===== src/rtl/mbus_ext_int_ctrl_pkg.sv =====
// Shared state encodings and default timing parameters for the MBus external interrupt requester.
package mbus_ext_int_ctrl_pkg;

    localparam int unsigned IDLE_CYCLES_DEF    = 4;
    localparam int unsigned TIMEOUT_CYCLES_DEF = 256;
    localparam int unsigned BACKOFF_CYCLES_DEF = 64;
    localparam int unsigned MAX_RETRY_DEF      = 3;
    localparam int unsigned CNT_W_DEF          = 10;

    typedef enum logic [2:0] {
        MBUS_INT_IDLE      = 3'd0,
        MBUS_INT_WAIT_IDLE = 3'd1,
        MBUS_INT_ASSERT    = 3'd2,
        MBUS_INT_BACKOFF   = 3'd3,
        MBUS_INT_WAIT_DONE = 3'd4
    } int_state_e;

endpackage


===== src/rtl/mbus_sync2.sv =====
// Two-flop synchroniser for an MBus line; resets to 1 so an idle bus is seen straight out of reset.
module mbus_sync2 (
    input  logic CLK,
    input  logic RESETn,
    input  logic d,
    output logic q
);

    logic meta;

    always_ff @(posedge CLK or negedge RESETn) begin
        if (!RESETn) begin
            meta <= 1'b1;
            q    <= 1'b1;
        end else begin
            meta <= d;
            q    <= meta;
        end
    end

endmodule


===== src/rtl/mbus_ext_int_ctrl.sv =====
// Requests an MBus interrupt via EXTERNAL_INT once the bus is quiet, waits for the master's CLKIN
// fall, then reports ACK after the transaction ends; unanswered attempts time out, back off and retry.
module mbus_ext_int_ctrl
    import mbus_ext_int_ctrl_pkg::*;
#(
    parameter int unsigned IDLE_CYCLES    = IDLE_CYCLES_DEF,
    parameter int unsigned TIMEOUT_CYCLES = TIMEOUT_CYCLES_DEF,
    parameter int unsigned BACKOFF_CYCLES = BACKOFF_CYCLES_DEF,
    parameter int unsigned MAX_RETRY      = MAX_RETRY_DEF,
    parameter int unsigned CNT_W          = CNT_W_DEF
) (
    input  logic CLK,
    input  logic RESETn,
    input  logic CLKIN,
    input  logic DIN,
    input  logic REQ_INT,
    output logic EXTERNAL_INT,
    output logic INT_ACK,
    output logic INT_FAIL,
    output logic BUSY
);

    localparam int unsigned RETRY_W = (MAX_RETRY > 0) ? $clog2(MAX_RETRY + 1) : 1;

    logic               clkin_s, din_s, clkin_s_d;
    logic               clk_fall, bus_idle;
    logic [CNT_W-1:0]   idle_cnt;
    logic [CNT_W-1:0]   cyc_cnt;
    logic [RETRY_W-1:0] retry_cnt;
    int_state_e         state;

    mbus_sync2 u_sync_clkin (.CLK(CLK), .RESETn(RESETn), .d(CLKIN), .q(clkin_s));
    mbus_sync2 u_sync_din   (.CLK(CLK), .RESETn(RESETn), .d(DIN),   .q(din_s));

    assign clk_fall = clkin_s_d & ~clkin_s;
    assign bus_idle = (idle_cnt == CNT_W'(IDLE_CYCLES));

    always_ff @(posedge CLK or negedge RESETn) begin
        if (!RESETn) begin
            clkin_s_d <= 1'b1;
            idle_cnt  <= '0;
        end else begin
            clkin_s_d <= clkin_s;
            if (!(clkin_s & din_s))
                idle_cnt <= '0;
            else if (!bus_idle)
                idle_cnt <= idle_cnt + 1'b1;
        end
    end

    always_ff @(posedge CLK or negedge RESETn) begin
        if (!RESETn) begin
            state        <= MBUS_INT_IDLE;
            cyc_cnt      <= '0;
            retry_cnt    <= '0;
            EXTERNAL_INT <= 1'b0;
            INT_ACK      <= 1'b0;
            INT_FAIL     <= 1'b0;
            BUSY         <= 1'b0;
        end else begin
            INT_ACK  <= 1'b0;
            INT_FAIL <= 1'b0;
            case (state)
                MBUS_INT_IDLE: begin
                    retry_cnt <= '0;
                    cyc_cnt   <= '0;
                    if (REQ_INT) begin
                        state <= MBUS_INT_WAIT_IDLE;
                        BUSY  <= 1'b1;
                    end
                end
                MBUS_INT_WAIT_IDLE: begin
                    cyc_cnt <= '0;
                    if (!REQ_INT) begin
                        state <= MBUS_INT_IDLE;
                        BUSY  <= 1'b0;
                    end else if (bus_idle) begin
                        state        <= MBUS_INT_ASSERT;
                        EXTERNAL_INT <= 1'b1;
                    end
                end
                MBUS_INT_ASSERT: begin
                    // A master answer beats a timeout landing on the same cycle.
                    if (clk_fall) begin
                        state        <= MBUS_INT_WAIT_DONE;
                        EXTERNAL_INT <= 1'b0;
                        cyc_cnt      <= '0;
                    end else if (cyc_cnt == CNT_W'(TIMEOUT_CYCLES - 1)) begin
                        EXTERNAL_INT <= 1'b0;
                        cyc_cnt      <= '0;
                        if (retry_cnt == RETRY_W'(MAX_RETRY)) begin
                            state    <= MBUS_INT_IDLE;
                            INT_FAIL <= 1'b1;
                            BUSY     <= 1'b0;
                        end else begin
                            retry_cnt <= retry_cnt + 1'b1;
                            state     <= MBUS_INT_BACKOFF;
                        end
                    end else begin
                        cyc_cnt <= cyc_cnt + 1'b1;
                    end
                end
                MBUS_INT_BACKOFF: begin
                    if (cyc_cnt == CNT_W'(BACKOFF_CYCLES - 1)) begin
                        state   <= MBUS_INT_WAIT_IDLE;
                        cyc_cnt <= '0;
                    end else begin
                        cyc_cnt <= cyc_cnt + 1'b1;
                    end
                end
                MBUS_INT_WAIT_DONE: begin
                    cyc_cnt <= '0;
                    if (bus_idle) begin
                        state   <= MBUS_INT_IDLE;
                        INT_ACK <= 1'b1;
                        BUSY    <= 1'b0;
                    end
                end
                default: begin
                    state        <= MBUS_INT_IDLE;
                    EXTERNAL_INT <= 1'b0;
                    BUSY         <= 1'b0;
                    cyc_cnt      <= '0;
                end
            endcase
        end
    end

endmodule

===== config.mk =====
export PLATFORM = sky130hd
export DESIGN_NAME = mbus_ext_int_ctrl
export DESIGN_NICKNAME = d
export VERILOG_FILES = /design/src/rtl/mbus_ext_int_ctrl_pkg.sv /design/src/rtl/mbus_sync2.sv /design/src/rtl/mbus_ext_int_ctrl.sv
export SDC_FILE = /design/constraint.sdc
export NUM_CORES = 1
export LEC_CHECK = 0
export ABC_CLOCK_PERIOD_IN_PS = 2120
export BUFFER_PORTS_ARGS = -buffer_cell sky130_fd_sc_hd__buf_2
export CAP_MARGIN = 30
export CORE_MARGIN = 1.5
export CORE_UTILIZATION = 59
export CTS_CLUSTER_DIAMETER = 40
export DETAILED_ROUTE_END_ITERATION = 10
export PLACE_DENSITY = 0.75
export SYNTH_ARGS = -nofsm -noshare
export SYNTH_HDL_FRONTEND = slang
export SYNTH_SLANG_ARGS = --single-unit

===== constraint.sdc =====
create_clock -name CLK -period 2.12 [get_ports CLK]
set_input_delay 0.106 -clock CLK [delete_from_list [all_inputs] [get_ports CLK]]
set_output_delay 0.106 -clock CLK [all_outputs]
set_load 0.01 [all_outputs]

; ---- Word-level counts from Yosys, hierarchy flattened
; Index checks and enable logic that the tools add are counted.
; W data, S select, Z words.
[totals]
register_bits = 34
latch_bits = 0
ramBits = 0
rom_bits = 0
input_bits = 5
out_inout_bits = 4
wordCells = 86
n_memories = 0
[op_classes]
add_sub_neg = 3
n_mul = 0
n_div = 0
magnitude_cmp = 0
n_eq_ne = 21
shift = 0
n_mux = 37
bitwise = 5
n_reduce_logical = 7
[ops]
columns = op, n
row1 = $mux W10, 5
row2 = $ne A2 B2 Y1 const B, 11
row3 = $mux W3, 7
row4 = $add A10 B1 Y10 const B, 2
row5 = $pmux W10 S2, 1
row6 = $mux W1, 16
row7 = $pmux W3 S5, 1
row8 = $eq A10 B3 Y1 const B, 1
row9 = $eq A10 B6 Y1 const B, 1
row10 = $eq A10 B8 Y1 const B, 1
row11 = $mux W2, 4
row12 = $reduce_and A4 Y1, 2
row13 = $reduce_and A7 Y1, 1
row14 = $eq A3 B2 Y1 const B, 2
row15 = $ne A3 B3 Y1 const B, 2
row16 = $pmux W1 S5, 1
row17 = $reduce_and A5 Y1, 1
row18 = $pmux W2 S2, 1
row19 = $eq A3 B1 Y1 const B, 1
row20 = $eq A3 B3 Y1 const B, 1
row21 = $logic_not A3 Y1, 1
row22 = $not A1 Y1, 3
row23 = $pmux W1 S3, 1
row24 = $reduce_or A3 Y1, 1
row25 = 4 further kinds, 5

; ---- Depth between registers and ports, before layout
; Gate-level depths: netlist of run 1.
[depth]
word_depth = 5
depth_mapped = 7
ltp_nobuf = 5

; ---- Modules after synthesis
; From an unflattened synthesis of run 1, not the netlist that was laid out.
[unflattened]
hier_cells = 169
hier_area_um2 = 1736.7
[modules_own_cells]
columns = mod, instances, cells_per_inst, area_each_um2, seq_area_each_um2
row1 = mbus_ext_int_ctrl, 1, 165, 1631.6, 752.0
row2 = mbus_sync2, 2, 2, 52.6, 52.6

; ---- Worst setup path after synthesis of run 1
; No wires, ideal clock.
[synth_path]
kind = register to register
from = register cyc_cnt[0]
to = register retry_cnt[1]
setup_time_ps = 126
arrival_time_ps = 1796
required_time_ps = 1994
setup_slack_ps = 198
stages_incl_launch_ff = 7
n_path_buf = 1
synth_period_minus_slack_ps = 1922
cell_sequence = dfrtp_1 ha_1 nand4_2 or4_4 buf_6 o211a_1 a221o_1
[synth_between]
elab_chain_cells = 3
[synth_lines]
columns = item, line_no
row1 = "start, declared", mbus_ext_int_ctrl.sv:28  ; logic [CNT_W-1:0] cyc_cnt;
row2 = "start signal, assigned", mbus_ext_int_ctrl.sv:100  ; cyc_cnt <= cyc_cnt + 1'b1;
row3 = "start signal, assigned", mbus_ext_int_ctrl.sv:108  ; cyc_cnt <= cyc_cnt + 1'b1;
row4 = $eq A10 B8 Y1, mbus_ext_int_ctrl.sv:88  ; end else if (cyc_cnt == CNT_W'(TIMEOUT_CYCLES - 1)) begin
row5 = $ne A2 B2 Y1 (no line), n/a
row6 = $reduce_and A4 Y1 (no line), n/a
row7 = "end signal, assigned", mbus_ext_int_ctrl.sv:96  ; retry_cnt <= retry_cnt + 1'b1;
row8 = "end, declared", mbus_ext_int_ctrl.sv:29  ; logic [RETRY_W-1:0] retry_cnt;
; Every way passes these cells.
; A chain may end at the register's enable or synchronous reset.

; ---- Worst setup path after layout of run 1
[layout_path]
from = register cyc_cnt[0]
to = register cyc_cnt[4]
[layout_between]
elab_chain_cells = 4
elab_cells_between_ends = 7
classes_between = add/sub (1) / eq/ne (2) / mux (4)
[layout_lines]
columns = item, line_no
row1 = $add A10 B1 Y10 or $eq A10 B8 Y1 (tied branches), "mbus_ext_int_ctrl.sv:100, mbus_ext_int_ctrl.sv:108, mbus_ext_int_ctrl.sv:88"
row2 = $mux W10, mbus_ext_int_ctrl.sv:88
row3 = $mux W10, mbus_ext_int_ctrl.sv:84  ; if (clk_fall) begin
row4 = $pmux W10 S2 (*), mbus_ext_int_ctrl.sv:63  ; case (state)
; Every way passes the cells marked *; elsewhere a longest branch is shown, timed or not.

==> results of run 1 <==
==> where the power goes <==
| part | leakage, nW | total (mW) | internal (mW) | switching [mW] |
|---|---|---|---|---|
| Clock | 0.0374 | 0.486 | 0.247 | 0.239 |
| Combinational | 0.371 | 0.539 | 0.217 | 0.323 |
| Sequential | 0.448 | 0.758 | 0.711 | 0.0476 |
| Total | 0.856 | 1.78 | 1.17 | 0.609 |
==> flip-flops by register name, indices dropped and copies added, names as in the netlist <==
register / count
cyc_cnt: 10
idle_cnt: 10
state: 3
retry_cnt: 2
BUSY: 1
EXTERNAL_INT: 1
INT_ACK: 1
INT_FAIL: 1
clkin_s_d: 1
u_sync_clkin.meta: 1
u_sync_clkin.q: 1
u_sync_din.meta: 1
u_sync_din.q: 1
==> path summary, 6_finish.rpt <==
kind                       slack, ns              to  cells after the start              start
max                             0.13      cyc_cnt[4]                      6         cyc_cnt[0]
min in group asynchronous       0.34     idle_cnt[5]                      2             RESETn
max reg2reg                     0.13      cyc_cnt[4]                      6         cyc_cnt[0]
min reg2reg                     0.36  u_sync_clkin.q                      0  u_sync_clkin.meta
min                             0.19    EXTERNAL_INT                      4            REQ_INT
max in group asynchronous       1.33      cyc_cnt[9]                      2             RESETn
==> routing by layer <==
metal | track usage (%) | vias to the layer above | wire length [microns]
met5 | 0 | - | 0
met4 | 9.97 | 0 | 41
met3 | 5.90 | 6 | 160
met2 | 34.8 | 29 | 1370
met1 | 28.7 | 621 | 1450
li1 | - | 616 | -
==> logic make-up after synthesis <==
group                      Yosys count
DFF                                 34
AOI/OAI and AO/OA                   22
buffers and inverters               12
and+or+nand+nor                     76
muxes                                1
xor gates and xnor gates            16
adders and majority gates            4
==> final cells by class <==
cell class                      instances  area (sq um)  area share [%]
Clock buffer                            5          37.5            1.95
Clock inverter                          3          45.0            2.34
Multi-Input combinational cell        119           813            42.3
Tap cell                               31          38.8            2.02
Sequential cell                        34           857            44.6
Timing Repair Buffer                   16           108            5.60
Inverter                                6          22.5            1.17
==> cell usage in the layout (no fill, tap or decap), types with 4 or more instances in the layout <==
cell,Yosys,final
dfrtp_1,29,29
nor2_1,28,28
xor2_1,9,9
dfstp_2,5,5
buf_4,0,5
nand2_1,7,7
xnor2_1,7,7
clkbuf_4,0,5
a21oi_1,4,4
buf_2,1,8
ha_1,4,4
nand3_1,9,9
inv_1,6,6
nor4_1,4,4
==> worst max-delay path: stages (launching register included) <==
cell and delay, ns:
dfrtp_1 0.40, ha_1 0.25, nand4_2 0.15, or4_4 0.57, a21oi_1 0.25, buf_4 0.21
nor2_1 0.06
==> metrics.txt, run 1 <==
RSZ-0062 raised after global routing=no; fill count=228; YS warnings=0; Congestion Overflow GR=0; Post-CTS Hold Buffers=3; gp weighted congestion=0.814; Mapped Cells=165; worst slew pin tran=0.713 ns; Simple-Gate Fraction of Synth Area=24.5%; post-synth top area cell=dfrtp_1; via count=1272; Die Y=57.1 microns; pre-CTS setup slack=0.147 ns; Critical Path AT=2.23 ns; Inserted Clock Buffers=5; Slew Limit Fails=0; largest net degree at the start of global routing=35; PortBufs=8; most area-consuming cells after synthesis=dfrtp_1, dfstp_2, nor2_1; vias in the first global route=1273; number of inserted diodes=0; largest family of logic cells by synthesized area=simple AND/OR/NAND/NOR gates; nature of the critical path endpoint=flop; Final WS setup=0.130 ns; TritonCTS clock tree=yes; FP Rows=19; Clock transition at path regs=0.11 ns; Clk Latency, worst-skew pair=0.35 ns; status=complete, no violations; area share of fa/ha/maj cells after synthesis=2.90%; Synth top area share=42.1%; Post-CTS Setup Repair Bufs=0; worst hold path class=input pin to flop; Post-synth top flop=dfrtp_1; Leak=0.856 nW; Rel. slew slack=52.4%; Die Wd=57.1 microns; Core Util, Final=69.7%; DRT Pass-1 Iters=4; layout cell share with drive strength beyond 1=18.0%; design area=0.00192 sq mm; overall die area=0.00326 sq mm; area delta synth->final=11.5%; DR DRC count=0; first-pass GRT wire length=5520 microns; Resize count post-CTS=0; most frequent cells after synthesis=dfrtp_1, nor2_1, nand3_1, xor2_1; Top-Level Pins=9; Crit path required time=2.36 ns; DRT Wirelength=3020 microns; CP Launch Type=flop; Mean Syn Cell Area=10.4 sq um; asr flop ratio synth=100%; Post-synth EDFFs=0; crit-path max FO=9; Compound-Gate Fraction of Synth Area=11.0%; clk_skew=0.00542 ns; VDD IR max=844 uV; Antenna Nets Post-Route=0; most frequent cell after synthesis=dfrtp_1; clock sink count=34; Max Cap Violations=0; Max Freq=502 MHz; H-tree depth=2; Synth Register Bits=34; Synth Area in XOR/XNOR=8.13%; hpwl dp=2120 microns; Layout Cells excl Fill=214; Initial Util=62.5%; post-placement cell count=203; Final Critical Period=1.99 ns; area of the mapped netlist=0.00172 sq mm; Placement Cell Area=0.00181 sq mm; Synth cell types=47; Total GRT Usage=22.1%; final total negative setup slack=0 ns; Wirelength per Cell=14.1 microns; initial antenna violation count=0; worst hold slack=0.189 ns; core area=0.00276 sq mm; Root Buffer=clkbuf_4; multiplexer area fraction after synthesis=0.581%; post-synth net total=174; clk buf depth=2; Total Power=1.78 mW; Final Hold Viols=0; part of the cycle the worst path needs=93.9%; NumNets Final=191; WS Path Type=flop to flop; Seq/Total Area, Yosys=49.7%; initial drt markers=35; drt via density=5.94; final setup violation count=0; P per Cell Area=928 mW/mm^2
Note: power is estimated with default switching activity, not from simulation.
==> run 2: changes to the inputs <==
- GPL_TIMING_DRIVEN: default -> 0
==> run 2 against run 1 <==
Die area unchanged. Maximum frequency down 0.67%. First-iteration DRC count up 54%. Cell count up 1.9%. Register-to-register slack about the same. Count of clock-buffer cells in the layout up 3. Critical path depth unchanged. Global-route usage down 0.26 points. Largest cell class unchanged.
==> metrics.txt, run 2 (synthesis gave the netlist of run 1 again) <==
status=complete, no violations; worst slew pin tran=0.733 ns; Rel. slew slack=51.1%; NumNets Final=195; RR Startpoint=cyc_cnt[0]; clk buf depth=2; worst hold slack=0.206 ns; clk_skew=0.00716 ns; part of the cycle the worst path needs=94.5%; overall die area=0.00326 sq mm; initial drt markers=54; RSZ-0062 raised after global routing=no; Wirelength per Cell=14.1 microns; drt via density=5.63; DR DRC count=0; Initial Util=62.5%; final total negative setup slack=0 ns; Largest regs=cyc_cnt x10, idle_cnt x10, state x3; Core Util, Final=70.3%; area delta synth->final=12.5%; H-tree depth=2; core area=0.00276 sq mm; highest metal used=met4; commonest non-fill, non-tap cell in the layout=dfrtp_1; gp weighted congestion=0.872; Total GRT Usage=21.8%; worst hold path class=input pin to flop; r2r setup slk=0.12 ns; Congestion Overflow GR=0; hpwl dp=2020 microns; TritonCTS clock tree=yes; Inserted Clock Buffers=5; Critical Path End=retry_cnt[1]; Metal-1 WL=1520 microns; Root Buffer=clkbuf_4; worst-path cell chain=ha_2 > nand4_2 > or4_4 > buf_6 > o211a_1 > a221o_1; PortBufs=8; post-placement cell count=204; via count=1228; FP Rows=19; VDD IR max=780 uV; max incr delay on CP=0.50 ns; crit-path max FO=6; DRT Pass-1 Iters=4; commonest cells after routing, fill and taps aside=dfrtp_1, nor2_1, nand3_1, xor2_1, buf_2; Final Critical Period=2.00 ns; Leak=0.866 nW; CP max-delay cell=or4_4; DRT Wirelength=3080 microns; number of inserted diodes=0; r2r endpoint=retry_cnt[1]; Antenna Nets Post-Route=0; met2 WL=1420 microns; Total Power=1.74 mW; Clk Latency, worst-skew pair=0.34 ns; Layout Cells excl Fill=218; nature of the critical path endpoint=flop; Die Y=57.1 microns; Clock transition at path regs=0.11 ns; Slew Limit Fails=0; P per Cell Area=895 mW/mm^2; CP Launch Type=flop; layout cell share with drive strength beyond 1=18.2%; Max Cap Violations=0; first-pass GRT wire length=5440 microns; largest net degree at the start of global routing=35; clock sink count=34; Critical Path AT=2.23 ns; final setup violation count=0; Top-Level Pins=9; WS Path Type=flop to flop; Crit path required time=2.35 ns; Final Hold Viols=0; met3 WL=109 microns; Die Wd=57.1 microns; Max Freq=499 MHz; vias in the first global route=1205; initial antenna violation count=0; Critical path origin=cyc_cnt[0]; Reg2Reg Depth=6
[run 2: timing repair]
action                                  4_1_cts  5_1_grt
endpoints found under the setup margin        0       12
setup buffers                                 0        3
resized for setup                             0        3
hold buffers                                  3        0
endpoints found under the hold margin        31        0
[run 2: worst min-delay path by stage]
| stage | startpoint | endpoint | slack (ns) | cells after the start |
|---|---|---|---|---|
| 2_1_floorplan | RESETn | BUSY | -0.19 | 0 |
| 3_3_place_gp | RESETn | idle_cnt[5] | 0.20 | 1 |
| 3_5_place_dp | RESETn | idle_cnt[5] | 0.21 | 1 |
| 4_1_cts | REQ_INT | EXTERNAL_INT | 0.20 | 4 |
| 5_1_grt | REQ_INT | EXTERNAL_INT | 0.22 | 4 |
| 6_report | REQ_INT | EXTERNAL_INT | 0.21 | 4 |
[run 2: power by group]
part           internal, mW  leakage, nW  switching [mW]
Clock                 0.227       0.0446           0.222
Combinational         0.201        0.373           0.324
Sequential            0.711        0.448          0.0519
Total                  1.14        0.866           0.598
[run 2: layer usage]
layer	vias up	global-route usage [%]
li1	624	-
met1	576	30.9
met2	22	32.8
met3	6	4.76
met4	0	8.97
met5	-	0
[run 2: per-stage QoR]
stage | worst slack, ns | cell area, sq um
2_1_floorplan | 0.198 | 1720
3_5_place_dp | 0.0655 | 1800
4_1_cts | 0.0521 | 1910
5_1_grt | 0.00597 | 1940
6_report | 0.116 | 1940
3_3_place_gp | 0.0820 | 1800
[run 2: final cells by class]
class | count | area, sq um
Clock buffer | 8 | 78.8
Fill cell | 212 | 818
Inverter | 6 | 22.5
Buffer | 6 | 33.8
Sequential cell | 34 | 857
Timing Repair Buffer | 14 | 92.6
Multi-Input combinational cell | 119 | 816
Tap cell | 31 | 38.8
[run 2: critical path, delay by kind of cell (launching register included)]
family / cells / cell delay [ns]
flops: 1 / 0.40
buf+inv: 1 / 0.15
compound gates: 2 / 0.47
fa+ha+maj: 1 / 0.23
simple gates: 2 / 0.64
